<file path="config.mk">
export PLATFORM = sky130hd
export DESIGN_NAME = dbg_trace_avalon_poller
export DESIGN_NICKNAME = d
export VERILOG_FILES = /design/src/rtl/dbg_trace_avalon_poller.sv
export SDC_FILE = /design/constraint.sdc
export NUM_CORES = 1
export LEC_CHECK = 0
export ABC_AREA = 1
export CAP_MARGIN = 20
export CORE_ASPECT_RATIO = 2
export CORE_MARGIN = 2
export CORE_UTILIZATION = 35
export DETAILED_ROUTE_END_ITERATION = 8
export GPL_TIMING_DRIVEN = 0
export HOLD_SLACK_MARGIN = 0.03
export SYNTH_ARGS = -nofsm -noshare
export SYNTH_HDL_FRONTEND = slang
export SYNTH_SLANG_ARGS = --single-unit
</file>
<file path="constraint.sdc">
create_clock -name clock -period 3.9 [get_ports clock]
set_input_delay 1.17 -clock clock [delete_from_list [all_inputs] [get_ports clock]]
set_output_delay 1.17 -clock clock [all_outputs]
set_load 0.03 [all_outputs]
</file>
<file path="src/rtl/dbg_trace_avalon_poller.sv">
// Avalon-MM host that polls the debug-trace agent's 64-bit history word, turns new
// bytes into (sample, seq) entries in an output FIFO, and forwards partition-enable writes.
module dbg_trace_avalon_poller #(
  parameter int POLL_INTERVAL = 64,
  parameter int FIFO_DEPTH    = 16
) (
  input  logic        clock,
  input  logic        reset,
  output logic        avm_address,
  output logic        avm_read,
  input  logic [63:0] avm_readdata,
  output logic        avm_write,
  output logic [63:0] avm_writedata,
  input  logic        avm_waitrequest,
  input  logic        en_valid,
  input  logic [4:0]  en_data,
  output logic        en_ready,
  output logic [4:0]  en_shadow,
  output logic        smp_valid,
  output logic [7:0]  smp_data,
  output logic [7:0]  smp_seq,
  input  logic        smp_ready,
  output logic        overflow,
  input  logic        overflow_clr,
  output logic [15:0] lost_count
);

  // state  | meaning
  // IDLE   | waiting: accept enable update or count down to next poll
  // WR     | Avalon write of partition enables to address 1
  // RD     | Avalon read of trace word at address 0
  // PUSH   | pushing decoded samples into the FIFO, oldest first
  typedef enum logic [1:0] {S_IDLE, S_WR, S_RD, S_PUSH} state_t;

  localparam int TW = $clog2(POLL_INTERVAL + 1);
  localparam int AW = $clog2(FIFO_DEPTH);
  localparam int CW = AW + 1;

  state_t        state;
  logic [TW-1:0] timer;
  logic [7:0]    last_seq;
  logic [4:0]    en_latched;
  logic [63:0]   trace;
  logic [2:0]    idx;

  logic [7:0]    rd_seq;
  logic [7:0]    rd_delta;
  logic [16:0]   lost_sum;
  logic [15:0]   lost_next;

  assign rd_seq    = avm_readdata[63:56];
  assign rd_delta  = rd_seq - last_seq;
  assign lost_sum  = {1'b0, lost_count} + {9'b0, rd_delta - 8'd7};
  assign lost_next = lost_sum[16] ? 16'hFFFF : lost_sum[15:0];

  logic       push_valid;
  logic [7:0] push_data;
  logic [7:0] push_seq;

  assign push_valid = (state == S_PUSH);
  assign push_data  = trace[{idx, 3'b000} +: 8];
  assign push_seq   = trace[63:56] - {5'b0, idx};

  always_ff @(posedge clock or negedge reset) begin
    if (!reset) begin
      state         <= S_IDLE;
      timer         <= TW'(POLL_INTERVAL);
      last_seq      <= '0;
      en_latched    <= '0;
      trace         <= '0;
      idx           <= '0;
      avm_address   <= 1'b0;
      avm_read      <= 1'b0;
      avm_write     <= 1'b0;
      avm_writedata <= '0;
      en_ready      <= 1'b0;
      en_shadow     <= '0;
      lost_count    <= '0;
    end else begin
      case (state)
        S_IDLE: begin
          if (en_valid && en_ready) begin
            en_latched    <= en_data;
            avm_write     <= 1'b1;
            avm_address   <= 1'b1;
            avm_writedata <= {59'b0, en_data};
            en_ready      <= 1'b0;
            state         <= S_WR;
          end else if (timer <= TW'(1)) begin
            timer       <= TW'(POLL_INTERVAL);
            avm_read    <= 1'b1;
            avm_address <= 1'b0;
            en_ready    <= 1'b0;
            state       <= S_RD;
          end else begin
            timer    <= timer - TW'(1);
            en_ready <= 1'b1;
          end
        end
        S_WR: begin
          if (!avm_waitrequest) begin
            avm_write <= 1'b0;
            en_shadow <= en_latched;
            en_ready  <= 1'b1;
            state     <= S_IDLE;
          end
        end
        S_RD: begin
          if (!avm_waitrequest) begin
            avm_read <= 1'b0;
            if (rd_delta == 8'd0) begin
              en_ready <= 1'b1;
              state    <= S_IDLE;
            end else begin
              trace    <= avm_readdata;
              idx      <= (rd_delta > 8'd7) ? 3'd6 : (rd_delta[2:0] - 3'd1);
              last_seq <= rd_seq;
              if (rd_delta > 8'd7)
                lost_count <= lost_next;
              state <= S_PUSH;
            end
          end
        end
        S_PUSH: begin
          if (idx == 3'd0) begin
            en_ready <= 1'b1;
            state    <= S_IDLE;
          end else begin
            idx <= idx - 3'd1;
          end
        end
        default: state <= S_IDLE;
      endcase
    end
  end

  // Output FIFO: mem holds {seq, data}; a push while full only lands if a pop frees the slot.
  logic [15:0]   mem [FIFO_DEPTH];
  logic [AW-1:0] wr_ptr;
  logic [AW-1:0] rd_ptr;
  logic [CW-1:0] count;
  logic          fifo_full;
  logic          pop;
  logic          push_ok;

  assign fifo_full = (count == CW'(FIFO_DEPTH));
  assign smp_valid = (count != '0);
  assign pop       = smp_valid && smp_ready;
  assign push_ok   = push_valid && (!fifo_full || pop);
  assign smp_data  = smp_valid ? mem[rd_ptr][7:0]  : 8'd0;
  assign smp_seq   = smp_valid ? mem[rd_ptr][15:8] : 8'd0;

  always_ff @(posedge clock) begin
    if (push_ok)
      mem[wr_ptr] <= {push_seq, push_data};
  end

  always_ff @(posedge clock or negedge reset) begin
    if (!reset) begin
      wr_ptr   <= '0;
      rd_ptr   <= '0;
      count    <= '0;
      overflow <= 1'b0;
    end else begin
      if (push_ok)
        wr_ptr <= wr_ptr + AW'(1);
      if (pop)
        rd_ptr <= rd_ptr + AW'(1);
      case ({push_ok, pop})
        2'b10:   count <= count + CW'(1);
        2'b01:   count <= count - CW'(1);
        default: count <= count;
      endcase
      if (push_valid && fifo_full && !pop)
        overflow <= 1'b1;
      else if (overflow_clr)
        overflow <= 1'b0;
    end
  end

endmodule

</file>
==> out/results.tsv, run 1 <==
metric	value	unit
status	complete, no violations	
Tmin final	3.852	ns
die width	161.5	um
Post-Synthesis Cell Area	17360	um^2
Final Slew Violations	0	
critical path's most frequent cell	clkbuf_4	
ranking of synthesized cells by area	edfxtp_1 44%, dfrtp_1 17%, nand2_1 6.4%	
area share of the largest cell type after synthesis	44.29	%
CP max FO	10	
P&R area growth vs syn	24.86	%
Critical Path RT	2.73	ns
clk_lat worst skew	0.54	ns
Core Region	49070	um^2
Starting Density	35.37	%
IO buf count	122	
ANT cells	0	
post-synthesis sequential area ratio	61.60	%
synthesis-stage register bit count	376	
Fin. Hold Viols	0	
cell with the most instances after synthesis	nand2_1	
row cnt	115	
Worst Setup Path Type	reg2out	
via/cell ratio	5.118	
Die Y	318.9	um
Async SR Flop Fraction	31.91	%
vias post-DR	13360	
clock-pin slew on the worst setup and hold paths	0.07	ns
crit path capture type	output pin	
Max transition margin	22.86	%
post-DP HPWL	40090	um
Util after Layout	44.17	%
drt pass-1 iters	6	
element type at the critical path start	flip-flop	
I/O pin cnt	182	
gr ovfl total	0	
Final Wtd Congestion	0.8875	
CP peak stage delay	0.45	ns
slew at the pin closest to its max-slew limit	1.153	ns
Yosys warning total	0	
initial antenna violation count	2	
number of synthesized flops with an enable pin	256	
clk sinks	376	
Max VDD drop	0.4215	mV
Lkg Pwr	8.736	nW
htree depth	2	
fmax	0.2596	GHz
final worst path period share	98.76	%
synth unique cells	41	
CP delay by family, top	buffers and inverters	
DR WL/cell	20.41	um
Post-route DRC	0	
Total Routing Usage GR	20.33	%
Cell Chain, Critical Path	inv_1 > clkbuf_4 > clkbuf_4 > o21ai_0 > o221ai_1 > nand3_1 > a21oi_1 > clkdlybuf4s15_2	
layout cell share with drive strength beyond 1	15.09	%
ANT nets after route	0	
cell taking the most area after synthesis	edfxtp_1	
Critical-path top delay cell	dfrtp_2	
largest net degree at the start of global routing	96	
vias in the first global route	13620	
CTS tree	yes	
Initial DRC Count	900	
Routed WL	53300	um
Final setup viols	0	
Post-CTS Hold Fix Bufs	0	
Final nets	2054	
synth cell count leaders	298 x nand2_1, 256 x edfxtp_1, 254 x nor2_1	
fin worst setup slack	0.04842	ns
CTS max path bufs	3	
DIE AREA	51500	um^2
ys flop type	edfxtp_1	
first-pass GRT wire length	79450	um
Clk Tree Root Cell	clkbuf_16	
Worst Path Arrival	2.68	ns
cell count after synthesis	1695	
skew final	0.01734	ns
min-delay worst type	reg2reg	
Max Cap Viol	0	
CP Buf/Inv Count	4	
Fin Hold WS	0.4717	ns
pwr dens	913.0	nW/um^2
CTS Buf Count	34	
mean post-synth cell area	10.24	um^2
Setup Slack @ Placement	-1.072	ns
cell usage in the layout, fill, tap and decap left out, drive strengths merged, types with 11 or more instances in the layout:
cell,count
a21oi,37
buf,116
clkbuf,111
clkdlybuf4s50,100
clkinv,11
conb,59
dfrtp,119
edfxtp,256
ha,33
inv,81
nand2,300
nand3,116
nor2,258
o21ai,191
o221ai,44
o22ai,29
xnor2,11
xor2,24
worst register-to-register path, cell delays in order (launching register included):
cell and delay, ns:
dfrtp_1 0.55, clkinv_1 0.43, ha_1 0.42, nand2_1 0.06, nor2_1 0.04, a211oi_1 0.28
nand3_1 0.18, nor3_1 0.24, xor2_1 0.92
per-layer routing:
layer	routed length (um)	GRT usage (%)	share of wire, %	vias to the layer above
met1	17150	19.04	32	6463
li1	-	-	-	6264
met3	2390	2.354	4.5	153
met2	30610	41.15	57	482
met4	3153	11.45	5.9	0
met5	0	0	0	-
registers in the layout (all words and copies together), names as in the netlist:
register     count
avm_address      1
avm_read         1
avm_write        1
count            5
en_latched       5
en_ready         1
en_shadow        5
idx              3
last_seq         8
lost_count      16
mem            256
overflow         1
rd_ptr           4
state            2
timer            7
trace           56
wr_ptr           4
cell families after synthesis:
family / after synthesis / synth area share, %
fa+ha+maj: 37 / 2.840
flops: 376 / 61.60
other cells: 1 / 0.02161
compound gates: 324 / 10.84
simple gates: 698 / 16.57
xor+xnor: 35 / 1.809
buf+inv: 224 / 6.322
final timing paths:
kind | start | end | slack, ns | cells after the start
min | trace[46] | trace[46] | 0.47 | 2
max in group asynchronous | reset | wr_ptr[3] | 2.56 | 2
max | rd_ptr[0] | smp_seq[5] | 0.05 | 8
min reg2reg | trace[46] | trace[46] | 0.47 | 2
max reg2reg | idx[1] | mem[5][15] | 0.41 | 8
min in group asynchronous | reset | count[4] | 0.49 | 1
report_power, final:
group	internal, W	leakage [nW]	switching (W)
Clock	0.00197	0.562	0.00154
Sequential	0.00592	3.79	0.000545
Combinational	0.00323	4.38	0.00658
metrics by stage:
step           TNS [ns]  total power (W)  cell area [um^2]  std cells
2_1_floorplan         0          0.01231             17650       1753
3_3_place_gp    -649.69          0.01547             19680       2518
3_5_place_dp     -42.03          0.01589             20160       2543
4_1_cts        -0.03427          0.01957             21500       2606
5_1_grt         -0.1483          0.02093             21670       2611
6_report              0          0.01978             21670       2611
area by class of cell:
cell class                      instances  area [um^2]
Multi-Input combinational cell       1153         6085
Clock buffer                           47        970.9
Buffer                                141        918.4
Sequential cell                       376        10690
Inverter                               82        329.1
Tap cell                              643        804.5
Timing Repair Buffer                  154         1694
Clock inverter                         15        176.4
Fill cell                            4565        27400
repair_timing:
action,CTS,global route
setup endpoints to repair,32,32
pin swaps,3,13
setup buffers,1,4
endpoints found under the hold margin,0,0
gates resized for setup,128,61
(Power assumes the default switching activity.)
==> run 2, diff against run 1 <==
--- a/config.mk
+++ b/config.mk
@@ -13,6 +13,7 @@
 export DETAILED_ROUTE_END_ITERATION = 8
 export GPL_TIMING_DRIVEN = 0
 export HOLD_SLACK_MARGIN = 0.03
+export REMOVE_ABC_BUFFERS = 1
 export SYNTH_ARGS = -nofsm -noshare
 export SYNTH_HDL_FRONTEND = slang
 export SYNTH_SLANG_ARGS = --single-unit
==> out/results.tsv, run 2 (synthesized netlist as in run 1, its figures left out) <==
metric	value	unit	change
status	complete, no violations		unchanged
Final Wtd Congestion	0.7908		was 0.8875
part of the power in combinational logic	51.9	%	was 49.6%
fin worst setup slack	0.1059	ns	was 0.04842 ns
fmax	0.2636	GHz	was 0.2596 GHz
Critical Path RT	2.73	ns	about the same
via/cell ratio	5.165		was 5.118
first-pass GRT wire length	75790	um	was 79450 um
CP delay by family, top	compound AO/OA/AOI/OAI gates		was buffers and inverters
non-filler cells, final	2511		was 2611
NetSw	0.008636	W	was 0.008672 W
CTS Buf Count	31		was 34
Post-route DRC	0		unchanged
DR WL/cell	20.15	um	was 20.41 um
Die Y	318.9	um	unchanged
clk sinks	376		unchanged
Clk Tree Root Cell	clkbuf_16		unchanged
IO buf count	122		unchanged
Tmin final	3.794	ns	was 3.852 ns
Worst Path Arrival	2.62	ns	was 2.68 ns
placed cell areas	19390	um^2	was 20160 um^2
metal2 WL	28110	um	was 30610 um
slew at the pin closest to its max-slew limit	1.208	ns	was 1.153 ns
Clk pwr share	15.4	%	was 17.8%
vias post-DR	12970		was 13360
DIE AREA	51500	um^2	unchanged
I/O pin cnt	182		unchanged
Final setup viols	0		unchanged
part of the power in registers	32.7	%	about the same
gr ovfl total	0		unchanged
Fin. Hold Viols	0		unchanged
CTS tree	yes		unchanged
Util after Layout	43.37	%	was 44.17%
RSZ-0062 raised after global routing	yes		
CTS max path bufs	3		unchanged
Initial DRC Count	932		was 900
Biggest register	mem		unchanged
commonest non-fill, non-tap cell in the layout	nand2_1		unchanged
CP peak stage delay	0.53	ns	was 0.45 ns
Critical-path top delay cell	dfrtp_4		was dfrtp_2
crit path capture type	output pin		unchanged
P&R area growth vs syn	22.60	%	was 24.86%
max reg flops	256		unchanged
ANT cells	0		unchanged
CP max FO	25		was 10
Total Routing Usage GR	19.16	%	was 20.33%
Max transition margin	19.23	%	was 22.86%
row cnt	115		unchanged
Final Slew Violations	0		unchanged
clock-pin slew on the worst setup and hold paths	0.08	ns	was 0.07 ns
Setup Slack @ Placement	-1.306	ns	was -1.072 ns
initial antenna violation count	0		was 2
CP Buf/Inv Count	4		unchanged
Starting Density	35.37	%	unchanged
met1 WL	17760	um	was 17150 um
commonest non-fill, non-tap cells in the layout	293 x nand2_1, 256 x edfxtp_1, 233 x nor2_1, 179 x o21ai_0, 115 x dfrtp_1		was 294 x nand2_1, 256 x edfxtp_1, 236 x nor2_1, 180 x o21ai_0, 118 x dfrtp_1
Cell Chain, Critical Path	buf_16 > clkinv_16 > buf_16 > o21ai_0 > o22ai_1 > nor2_1 > nor2_1 > o21ai_0 > a21oi_1 > buf_4		was inv_1 > clkbuf_4 > clkbuf_4 > o21ai_0 > o221ai_1 > nand3_1 > a21oi_1 > clkdlybuf4s15_2
die width	161.5	um	unchanged
P_int	0.01135	W	was 0.01111 W
Core Region	49070	um^2	unchanged
post-DP HPWL	30720	um	was 40090 um
drt pass-1 iters	5		was 6
vias in the first global route	13260		was 13620
htree depth	1		was 2
pwr dens	939.1	nW/um^2	was 913.0 nW/um^2
Sw Ratio	43.21	%	was 43.83%
DR top layer	met4		unchanged
ANT nets after route	0		unchanged
Regs by FF count	mem: 256 flops, trace: 56 flops, lost_count: 16 flops		unchanged
Max Cap Viol	0		unchanged
layout cell share with drive strength beyond 1	12.31	%	was 15.09%
skew final	0.02355	ns	was 0.01734 ns
metal3 WL	2161	um	was 2390 um
min-delay worst type	in2async		was reg2reg
Lkg Pwr	8.360	nW	was 8.736 nW
placed insts	2405		was 2543
element type at the critical path start	flip-flop		unchanged
largest net degree at the start of global routing	90		was 96
Max VDD drop	0.5390	mV	was 0.4215 mV
Final nets	1955		was 2054
Worst Setup Path Type	reg2out		unchanged
design area	21280	um^2	was 21670 um^2
Routed WL	50600	um	was 53300 um
clk_lat worst skew	0.60	ns	was 0.54 ns
final worst path period share	97.28	%	was 98.76%
## run 2: changes by cell type in the layout (fill, tap and decap cells not counted), moves of 5 or more
cell / previous run / this run
clkbuf_8: 7 / 2
clkbuf_1: 24 / 5
buf_2: 16 / 10
buf_16: 9 / 14
buf_8: 8 / 13
inv_1: 74 / 69
clkdlybuf4s15_2: 9 / 1
clkbuf_4: 23 / 1
buf_4: 80 / 36
clkbuf_2: 22 / 1
## run 2: final timing paths
| check | cells past startpoint | to | from | slack [ns] |
|---|---|---|---|---|
| min | 1 | trace[6] | reset | 0.44 |
| min in group clock | 2 | trace[11] | trace[11] | 0.47 |
| min reg2reg | 2 | trace[11] | trace[11] | 0.47 |
| max | 10 | smp_data[7] | rd_ptr[0] | 0.11 |
| max in group asynchronous | 2 | rd_ptr[1] | reset | 2.56 |
| max reg2reg | 8 | mem[1][15] | idx[1] | 0.44 |
## run 2: power groups by stage
stage | logic (W) | registers [W] | clock network, W
finish | 0.0104 | 0.00653 | 0.00308
floorplan | 0.00523 | 0.00679 | 0
CTS | 0.00991 | 0.00654 | 0.00314
global route | 0.0113 | 0.00663 | 0.00330
detailed placement | 0.00857 | 0.00669 | 0
global placement | 0.00784 | 0.00692 | 0
## run 2: through the flow
stage / TNS [ns] / hold WS (ns) / total power (W)
3_5_place_dp: -97.36 / 0.4546 / 0.01527
2_1_floorplan: -36.80 / 0.4366 / 0.01202
6_report: 0 / 0.4427 / 0.01998
5_1_grt: -0.01785 / 0.4476 / 0.02123
4_1_cts: 0 / 0.4405 / 0.01959
3_3_place_gp: -768.61 / 0.4491 / 0.01477
## run 2: layout make-up
class / instances / area, um^2
clock buffers: 39 / 847.1
clock inverters: 19 / 143.9
fillers: 4572 / 27790
inverters: 82 / 356.6
multi-input cells: 1157 / 6207
flip-flops and latches: 376 / 10700
well taps: 643 / 804.5
repair buffers: 193 / 2198
repair inverters: 2 / 17.52
## run 2: what timing repair did
action | 4_1_cts | 5_1_grt
resized for setup | 142 | 41
setup buffers | 23 | 5
endpoints found under the setup margin | 144 | 42
cloned | 11 | 3
pin swaps | 24 | 20
hold buffers | 0 | 0
## run 2: worst register-to-register path: stages (launching register included)
cell and delay [ns]:
dfrtp_2 0.75, clkinvlp_4 0.46, ha_1 0.39, nand2_1 0.06, nor2_1 0.04, a211oi_1 0.29
nand3_1 0.19, nor3_1 0.40, xor2_2 0.57
## run 2: layer usage
metal	GRT usage [%]	vias to the layer above
met4	10.08	0
met3	2.393	116
li1	-	6074
met2	36.76	407
met5	0	-
met1	19.94	6373
